**src/rtl/cpu_bus_control_pkg.sv**
```systemverilog
`default_nettype none
// ============================================================================
// Module      : cpu_bus_control_pkg
// Description : Shared constants for the CPU external bus controller: the
//               subcycle numbering, the I/O-mode encodings, the opcode values
//               the bus controller decodes, and the I/O-mode decoder.
// Revision    : 1.0 - initial release
// ============================================================================
package cpu_bus_control_pkg;

    // Subcycle numbering of the shared 3-bit counter from cpu_control
    localparam logic [2:0] CYC_A1 = 3'd0;
    localparam logic [2:0] CYC_A2 = 3'd1;
    localparam logic [2:0] CYC_A3 = 3'd2;
    localparam logic [2:0] CYC_M1 = 3'd3;
    localparam logic [2:0] CYC_M2 = 3'd4;
    localparam logic [2:0] CYC_X1 = 3'd5;
    localparam logic [2:0] CYC_X2 = 3'd6;
    localparam logic [2:0] CYC_X3 = 3'd7;

    // What the bus does during X2/X3 of the current instruction
    localparam logic [1:0] IO_IDLE = 2'd0;
    localparam logic [1:0] IO_SRC  = 2'd1;
    localparam logic [1:0] IO_WR   = 2'd2;
    localparam logic [1:0] IO_RD   = 2'd3;

    // Opcode fields decoded by the bus controller
    localparam logic [3:0] OP_SRC_HI = 4'h2;
    localparam logic [3:0] OP_IO_HI  = 4'hE;
    localparam logic [7:0] OP_DCL    = 8'hFD;

    // SRC is 0x2 with an odd low nibble; 0xE0-0xE7 write, 0xE8-0xEF read.
    function automatic logic [1:0] decode_io_mode(input logic [7:0] opcode);
        logic [1:0] mode;
        mode = IO_IDLE;
        if ((opcode[7:4] == OP_SRC_HI) && opcode[0]) begin
            mode = IO_SRC;
        end else if (opcode[7:4] == OP_IO_HI) begin
            mode = opcode[3] ? IO_RD : IO_WR;
        end
        return mode;
    endfunction

endpackage
`default_nettype wire

```
**src/rtl/cm_line_gen.sv**
```systemverilog
`default_nettype none
// ============================================================================
// Module      : cm_line_gen
// Description : Registered CM-ROM / CM-RAM command line generator. The lines
//               are computed one subcycle ahead and loaded on the edge where
//               the counter enters the subcycle they belong to, so they are
//               glitch-free for the whole subcycle.
// Revision    : 1.0 - initial release
// ============================================================================
module cm_line_gen
    import cpu_bus_control_pkg::*;
#(
    parameter int NUM_RAM_BANKS = 4,
    parameter int BANK_W        = 2
) (
    input  logic                     clock,
    input  logic                     reset,
    input  logic [2:0]               cycle_i,
    input  logic [1:0]               io_mode_next_i,
    input  logic [3:0]               m1_nibble_i,
    input  logic                     two_word_i,
    input  logic [BANK_W-1:0]        bank_i,
    output logic                     cm_rom_o,
    output logic [NUM_RAM_BANKS-1:0] cm_ram_o
);

    logic                     fire_d;
    logic [NUM_RAM_BANKS-1:0] cm_ram_d;
    logic                     cm_rom_q;
    logic [NUM_RAM_BANKS-1:0] cm_ram_q;

    // Decide whether the subcycle about to start carries a command strobe:
    // A3 always, M2 for an I/O-group opcode in word 1, X2 for SRC.
    always_comb begin
        fire_d = (cycle_i == CYC_A2)
               | ((cycle_i == CYC_M1) && (m1_nibble_i == OP_IO_HI) && !two_word_i)
               | ((cycle_i == CYC_X1) && (io_mode_next_i == IO_SRC));
        cm_ram_d = '0;
        for (int i = 0; i < NUM_RAM_BANKS; i++) begin
            cm_ram_d[i] = fire_d && (bank_i == BANK_W'(i));
        end
    end

    // Load the command lines for the next subcycle
    always_ff @(posedge clock) begin
        if (reset) begin
            cm_rom_q <= 1'b0;
            cm_ram_q <= '0;
        end else begin
            cm_rom_q <= fire_d;
            cm_ram_q <= cm_ram_d;
        end
    end

    assign cm_rom_o = cm_rom_q;
    assign cm_ram_o = cm_ram_q;

endmodule
`default_nettype wire

```
**src/rtl/cpu_bus_control.sv**
```systemverilog
`default_nettype none
// ============================================================================
// Module      : cpu_bus_control
// Description : Owner of the CPU's 4-bit multiplexed external bus. Chooses the
//               bus driver for every subcycle (PC / index registers during the
//               address phase, ROM during opcode fetch, CPU or peripheral
//               during execute), latches the opcode, tracks the I/O mode and
//               the DCL-selected RAM bank, and drives the CM command lines.
// Revision    : 1.0 - initial release
// ============================================================================
module cpu_bus_control
    import cpu_bus_control_pkg::*;
#(
    parameter int NUM_RAM_BANKS = 4
) (
    input  logic                     clock,
    input  logic                     reset,
    input  logic [2:0]               cycle,
    input  logic                     two_word,
    input  logic [11:0]              pc,
    input  logic                     reg_out_enable,
    input  logic [3:0]               reg_data,
    input  logic [3:0]               acc,
    input  logic [3:0]               data_in,
    output logic [3:0]               data_out,
    output logic                     data_oe,
    output logic                     cm_rom,
    output logic [NUM_RAM_BANKS-1:0] cm_ram,
    output logic [3:0]               io_read_data,
    output logic                     io_read_valid
);

    localparam int BANK_W = (NUM_RAM_BANKS > 1) ? $clog2(NUM_RAM_BANKS) : 1;

    logic [7:0]        opcode_q, opcode_d;
    logic [BANK_W-1:0] bank_q, bank_d;
    logic [1:0]        io_mode_q, io_mode_d;
    logic [3:0]        io_read_data_q, io_read_data_d;
    logic              io_read_valid_q, io_read_valid_d;

    logic [BANK_W-1:0] acc_bank;
    logic [BANK_W-1:0] acc_bank_wrapped;
    logic [3:0]        bus_data;
    logic              bus_oe;

    // DCL bank indices beyond the last bank fold back into range
    assign acc_bank         = acc[BANK_W-1:0];
    assign acc_bank_wrapped = (32'(acc_bank) >= 32'(NUM_RAM_BANKS))
                            ? (acc_bank - BANK_W'(NUM_RAM_BANKS))
                            : acc_bank;

    // Next-state for opcode latch, I/O mode, RAM bank and I/O read capture
    always_comb begin
        opcode_d        = opcode_q;
        bank_d          = bank_q;
        io_mode_d       = io_mode_q;
        io_read_data_d  = io_read_data_q;
        io_read_valid_d = 1'b0;

        // Second-word data is an operand, not an opcode: keep word 1
        if (!two_word) begin
            if (cycle == CYC_M1) opcode_d[7:4] = data_in;
            if (cycle == CYC_M2) opcode_d[3:0] = data_in;
        end

        if (cycle == CYC_X1) begin
            io_mode_d = two_word ? IO_IDLE : decode_io_mode(opcode_q);
            if (!two_word && (opcode_q == OP_DCL)) begin
                bank_d = acc_bank_wrapped;
            end
        end else if (cycle == CYC_X3) begin
            io_mode_d = IO_IDLE;
        end

        if ((cycle == CYC_X2) && (io_mode_q == IO_RD)) begin
            io_read_data_d  = data_in;
            io_read_valid_d = 1'b1;
        end
    end

    // Controller state registers
    always_ff @(posedge clock) begin
        if (reset) begin
            opcode_q        <= 8'h00;
            bank_q          <= '0;
            io_mode_q       <= IO_IDLE;
            io_read_data_q  <= 4'h0;
            io_read_valid_q <= 1'b0;
        end else begin
            opcode_q        <= opcode_d;
            bank_q          <= bank_d;
            io_mode_q       <= io_mode_d;
            io_read_data_q  <= io_read_data_d;
            io_read_valid_q <= io_read_valid_d;
        end
    end

    // Bus driver select; M1/M2/X1 never drive so ROM and peripherals own the bus
    always_comb begin
        bus_oe   = 1'b0;
        bus_data = 4'h0;
        if (!reset) begin
            case (cycle)
                CYC_A1: begin
                    bus_oe   = 1'b1;
                    bus_data = reg_out_enable ? reg_data : pc[3:0];
                end
                CYC_A2: begin
                    bus_oe   = 1'b1;
                    bus_data = reg_out_enable ? reg_data : pc[7:4];
                end
                CYC_A3: begin
                    bus_oe   = 1'b1;
                    bus_data = pc[11:8];
                end
                CYC_X2: begin
                    if (io_mode_q == IO_SRC) begin
                        bus_oe   = 1'b1;
                        bus_data = reg_data;
                    end else if (io_mode_q == IO_WR) begin
                        bus_oe   = 1'b1;
                        bus_data = acc;
                    end
                end
                CYC_X3: begin
                    if (io_mode_q == IO_SRC) begin
                        bus_oe   = 1'b1;
                        bus_data = reg_data;
                    end
                end
                default: begin
                    bus_oe   = 1'b0;
                    bus_data = 4'h0;
                end
            endcase
        end
    end

    cm_line_gen #(
        .NUM_RAM_BANKS (NUM_RAM_BANKS),
        .BANK_W        (BANK_W)
    ) u_cm_line_gen (
        .clock          (clock),
        .reset          (reset),
        .cycle_i        (cycle),
        .io_mode_next_i (io_mode_d),
        .m1_nibble_i    (data_in),
        .two_word_i     (two_word),
        .bank_i         (bank_q),
        .cm_rom_o       (cm_rom),
        .cm_ram_o       (cm_ram)
    );

    assign data_out      = bus_data;
    assign data_oe       = bus_oe;
    assign io_read_data  = io_read_data_q;
    assign io_read_valid = io_read_valid_q;

endmodule
`default_nettype wire

```
**config.mk**
```make
export PLATFORM = sky130hd
export DESIGN_NAME = cpu_bus_control
export DESIGN_NICKNAME = d
export VERILOG_FILES = /design/src/rtl/cpu_bus_control_pkg.sv /design/src/rtl/cm_line_gen.sv /design/src/rtl/cpu_bus_control.sv
export SDC_FILE = /design/constraint.sdc
export NUM_CORES = 1
export LEC_CHECK = 0
export ABC_AREA = 1
export CAP_MARGIN = 20
export CORE_UTILIZATION = 46
export CTS_BUF_LIST = sky130_fd_sc_hd__clkbuf_8
export CTS_CLUSTER_DIAMETER = 80
export CTS_CLUSTER_SIZE = 40
export DETAILED_ROUTE_END_ITERATION = 6
export PLACE_DENSITY = 0.82
export REMOVE_ABC_BUFFERS = 1
export SETUP_SLACK_MARGIN = 0.1
export SLEW_MARGIN = 20
export SYNTH_ARGS = -nofsm -noshare
export SYNTH_HDL_FRONTEND = slang
export SYNTH_SLANG_ARGS = --single-unit
export TNS_END_PERCENT = 10
```
**constraint.sdc**
```tcl
create_clock -name clock -period 2 [get_ports clock]
set_clock_uncertainty 0.05 [all_clocks]
set_input_delay 0.6 -clock clock [delete_from_list [all_inputs] [get_ports clock]]
set_output_delay 0.6 -clock clock [all_outputs]
set_load 0.01 [all_outputs]
```
==> impl_results.md <==
* Seq/Total Area, Yosys at 0.3424
* Slew HR at 0.8149
* Layout cells sized above 1 at 0.2509
* Transition time of the tightest slew-check pin at between 0.2 and 0.3 ns
* Clock latency on the worst-skew pair at about 0.26 ns
* Wirelength per Cell at roughly 11 um
* Register Area at about 440 um2
* Clock buffer count from CTS at 3
* CP Data Required Time at roughly 1.4 ns
* CP max stage delay at 0.35 ns
* Distinct cells, synth at 21
* Detailed Place HPWL at 2513 um
* Most used cell, CP: nor2_1
* Max-cap violation count at 0
* Hold Fails Final Rpt at 0
* First-pass GRT wire length at about 5100 um
* Post-route DRC at 0
* Area growth from synthesis to layout at 59.34%
* Failing checks: setup timing
* DRT iter0 DRCs at 26
* PnR worst setup slack at -0.1658 ns
* Initial antenna violation count at 0
* Fill cell count at between 150 and 200
* Die footprint at between 3000 and 4000 um2
* Most common cell after layout, fill and taps aside: nand2_1
* Initial core utilization at 0.5010
* Outcome: finished, violations left
* Final setup violating endpoints at 5
* ANT nets after route at 0
* FF-to-FF End: io_read_data[2]
* Power Density at 508.8 nW/um2
* All-Layer GR Usage at 0.2401
* Post-route minimum period at around 2.2 ns
* DR vias at between 1000 and 1500
* R2r worst-path depth at 5
* H-tree levels at 1
* Avg Vias per Cell at approximately 4.9
* RSZ-0062 raised after global routing: true
* First-pass DRT Iterations at 5
* CP max stage cell: dfxtp_2
* Hold Crit Start: io_read_data[1]
* Nets at just over 300
* Clock transition at the registers of the reported paths at 0.08 ns
* Cells along the critical path: inv_2, ha_4, buf_6, o21ai_4, nor2_1, nor2_1, a21oi_1, buf_2
* I/O Pins at between 40 and 50
* Synthesized area at 1286 um2
* Die Y at 54.88 um
* Synthesis Warnings at 0
* Final Max Slew Viols at 0
* Max VDD drop at around 0.58 mV
* FMAX at around 460 MHz
* Placed inst area at 1927 um2
* Clock Tree Buf Depth at 2
* Post-route cell area at between 2000 and 2500 um2
* Footprint of the multi-input gates at 764.5 um2
* Crit path arrival time at roughly 1.5 ns
* CP Capture Point: data_out[0]
* Crit path launch: io_mode_q[1]
* Hold-fix buffers at CTS at 0
* Worst r2r src: io_mode_q[0]
* Vias in the first global route at ~1300
* Worst Path Max Fanout at 4
* PortBufs at 45
* Overflow after GRT at 0
* Lkg Pwr at between 0.0009 and 0.001 uW
* Worst Setup Start Kind: register
* CTS tree: built
* Tcrit/Tclk final at 1.083
* Hold Crit Class: register to register
* Largest net degree at the start of global routing at 14
* Post-Syn Instances at roughly 200
* Site row count at 18
* Crit. End Element: primary output
* #FFs+latches synth at 22
* Final Util at 0.7982
* Mean Syn Cell Area at roughly 6.4 um2
* Most frequent cells in the layout: nand2_1, inv_1, buf_4
* Clock tree root driver cell: clkbuf_8
* Total chip power at approximately 1000 uW
* Core ar. at 2567 um2
* Place WS at -0.9639 ns
* Antenna diodes at 0
* DRT Wirelength at roughly 3300 um
* Chip Width at 54.88 um
* Kind of critical path: register to primary output
* Clk sinks at 22
* Final Wtd Congestion at roughly 0.81
* R2r setup slk at 0.77 ns
==> area by class of cell <==
type / count / share of cell area
clock inverters: 1 / 0.01465
repair buffers: 72 / 0.2998
multi-input cells: 146 / 0.3730
clock buffers: 3 / 0.02015
inverters: 31 / 0.05800
flip-flops and latches: 22 / 0.2161
well taps: 30 / 0.01831
==> cell families (layout without fill, tap and decap cells) <==
logic type               count (synthesis)  after routing  synth area share
AND/OR/NAND/NOR                        113            113            0.3910
AO/OA/AOI/OAI                           30             30            0.1216
flip-flops                              22             22            0.3424
buffers and inverters                   34            107            0.1158
adder cells (fa/ha/maj)                  3              3           0.02919
==> synth_stat cells (all sizes together) <==
master	count	area share
nand2	64	0.20
dfxtp	22	0.34
nor3	2	0.0078
buf	2	0.015
o21ai	12	0.050
a21oi	17	0.066
a22oi	1	0.0058
nand4	3	0.019
nor2	30	0.10
ha	3	0.029
nand3	14	0.066
clkbuf	1	0.011
inv	31	0.090
==> power breakdown <==
| group | internal (uW) | total [uW] | switching, uW |
|---|---|---|---|
| combinational | 98.2 | 186 | 87.9 |
| sequential | 444 | 448 | 3.60 |
| clock | 267 | 409 | 142 |
==> stage by stage <==
| stage | setup TNS, ns | hold slack, ns | instances |
|---|---|---|---|
| final | -0.6203 | 0.3934 | 305 |
| after global routing | -0.9566 | 0.4183 | 305 |
| after CTS | -0.6860 | 0.3951 | 305 |
| after global placement | -5.241 | 0.3809 | 297 |
| after detailed placement | -5.602 | 0.3830 | 297 |
| after floorplan | 0 | 0.3743 | 199 |
==> layer usage <==
metal	GRT usage	share of wire
met1	0.2628	0.44
met2	0.4398	0.47
met3	0.05833	0.055
met4	0.08547	0.028
met5	0	0
==> flip-flops by register name, indices dropped and copies added (netlist names) <==
register,count
io_read_valid,1
bank_q,2
opcode_q,8
io_mode_q,2
u_cm_line_gen.cm_ram_o,4
io_read_data,4
u_cm_line_gen.cm_rom_o,1
==> worst min-delay path by stage <==
stage / endpoint / cells past startpoint
2_1_floorplan: opcode_q[2] / 2
3_3_place_gp: io_read_data[0] / 2
3_5_place_dp: io_read_data[0] / 2
4_1_cts: io_read_data[1] / 2
5_1_grt: io_read_data[1] / 2
6_report: io_read_data[1] / 2
==> critical path, delay by kind of cell (launching register included) <==
family	cells	cell delay, ns
AOI/OAI and AO/OA	2	0.23
buffers and inverters	3	0.30
and+or+nand+nor	2	0.20
adders and majority gates	1	0.16
DFF	1	0.35
==> timing repair <==
| item | in CTS | in global routing |
|---|---|---|
| gates resized for setup | 65 | 10 |
| setup endpoints to repair | 5 | 5 |
| setup buffers | 4 | 0 |
| pin swaps | 28 | 6 |
Power figures use the tool's default switching activity.
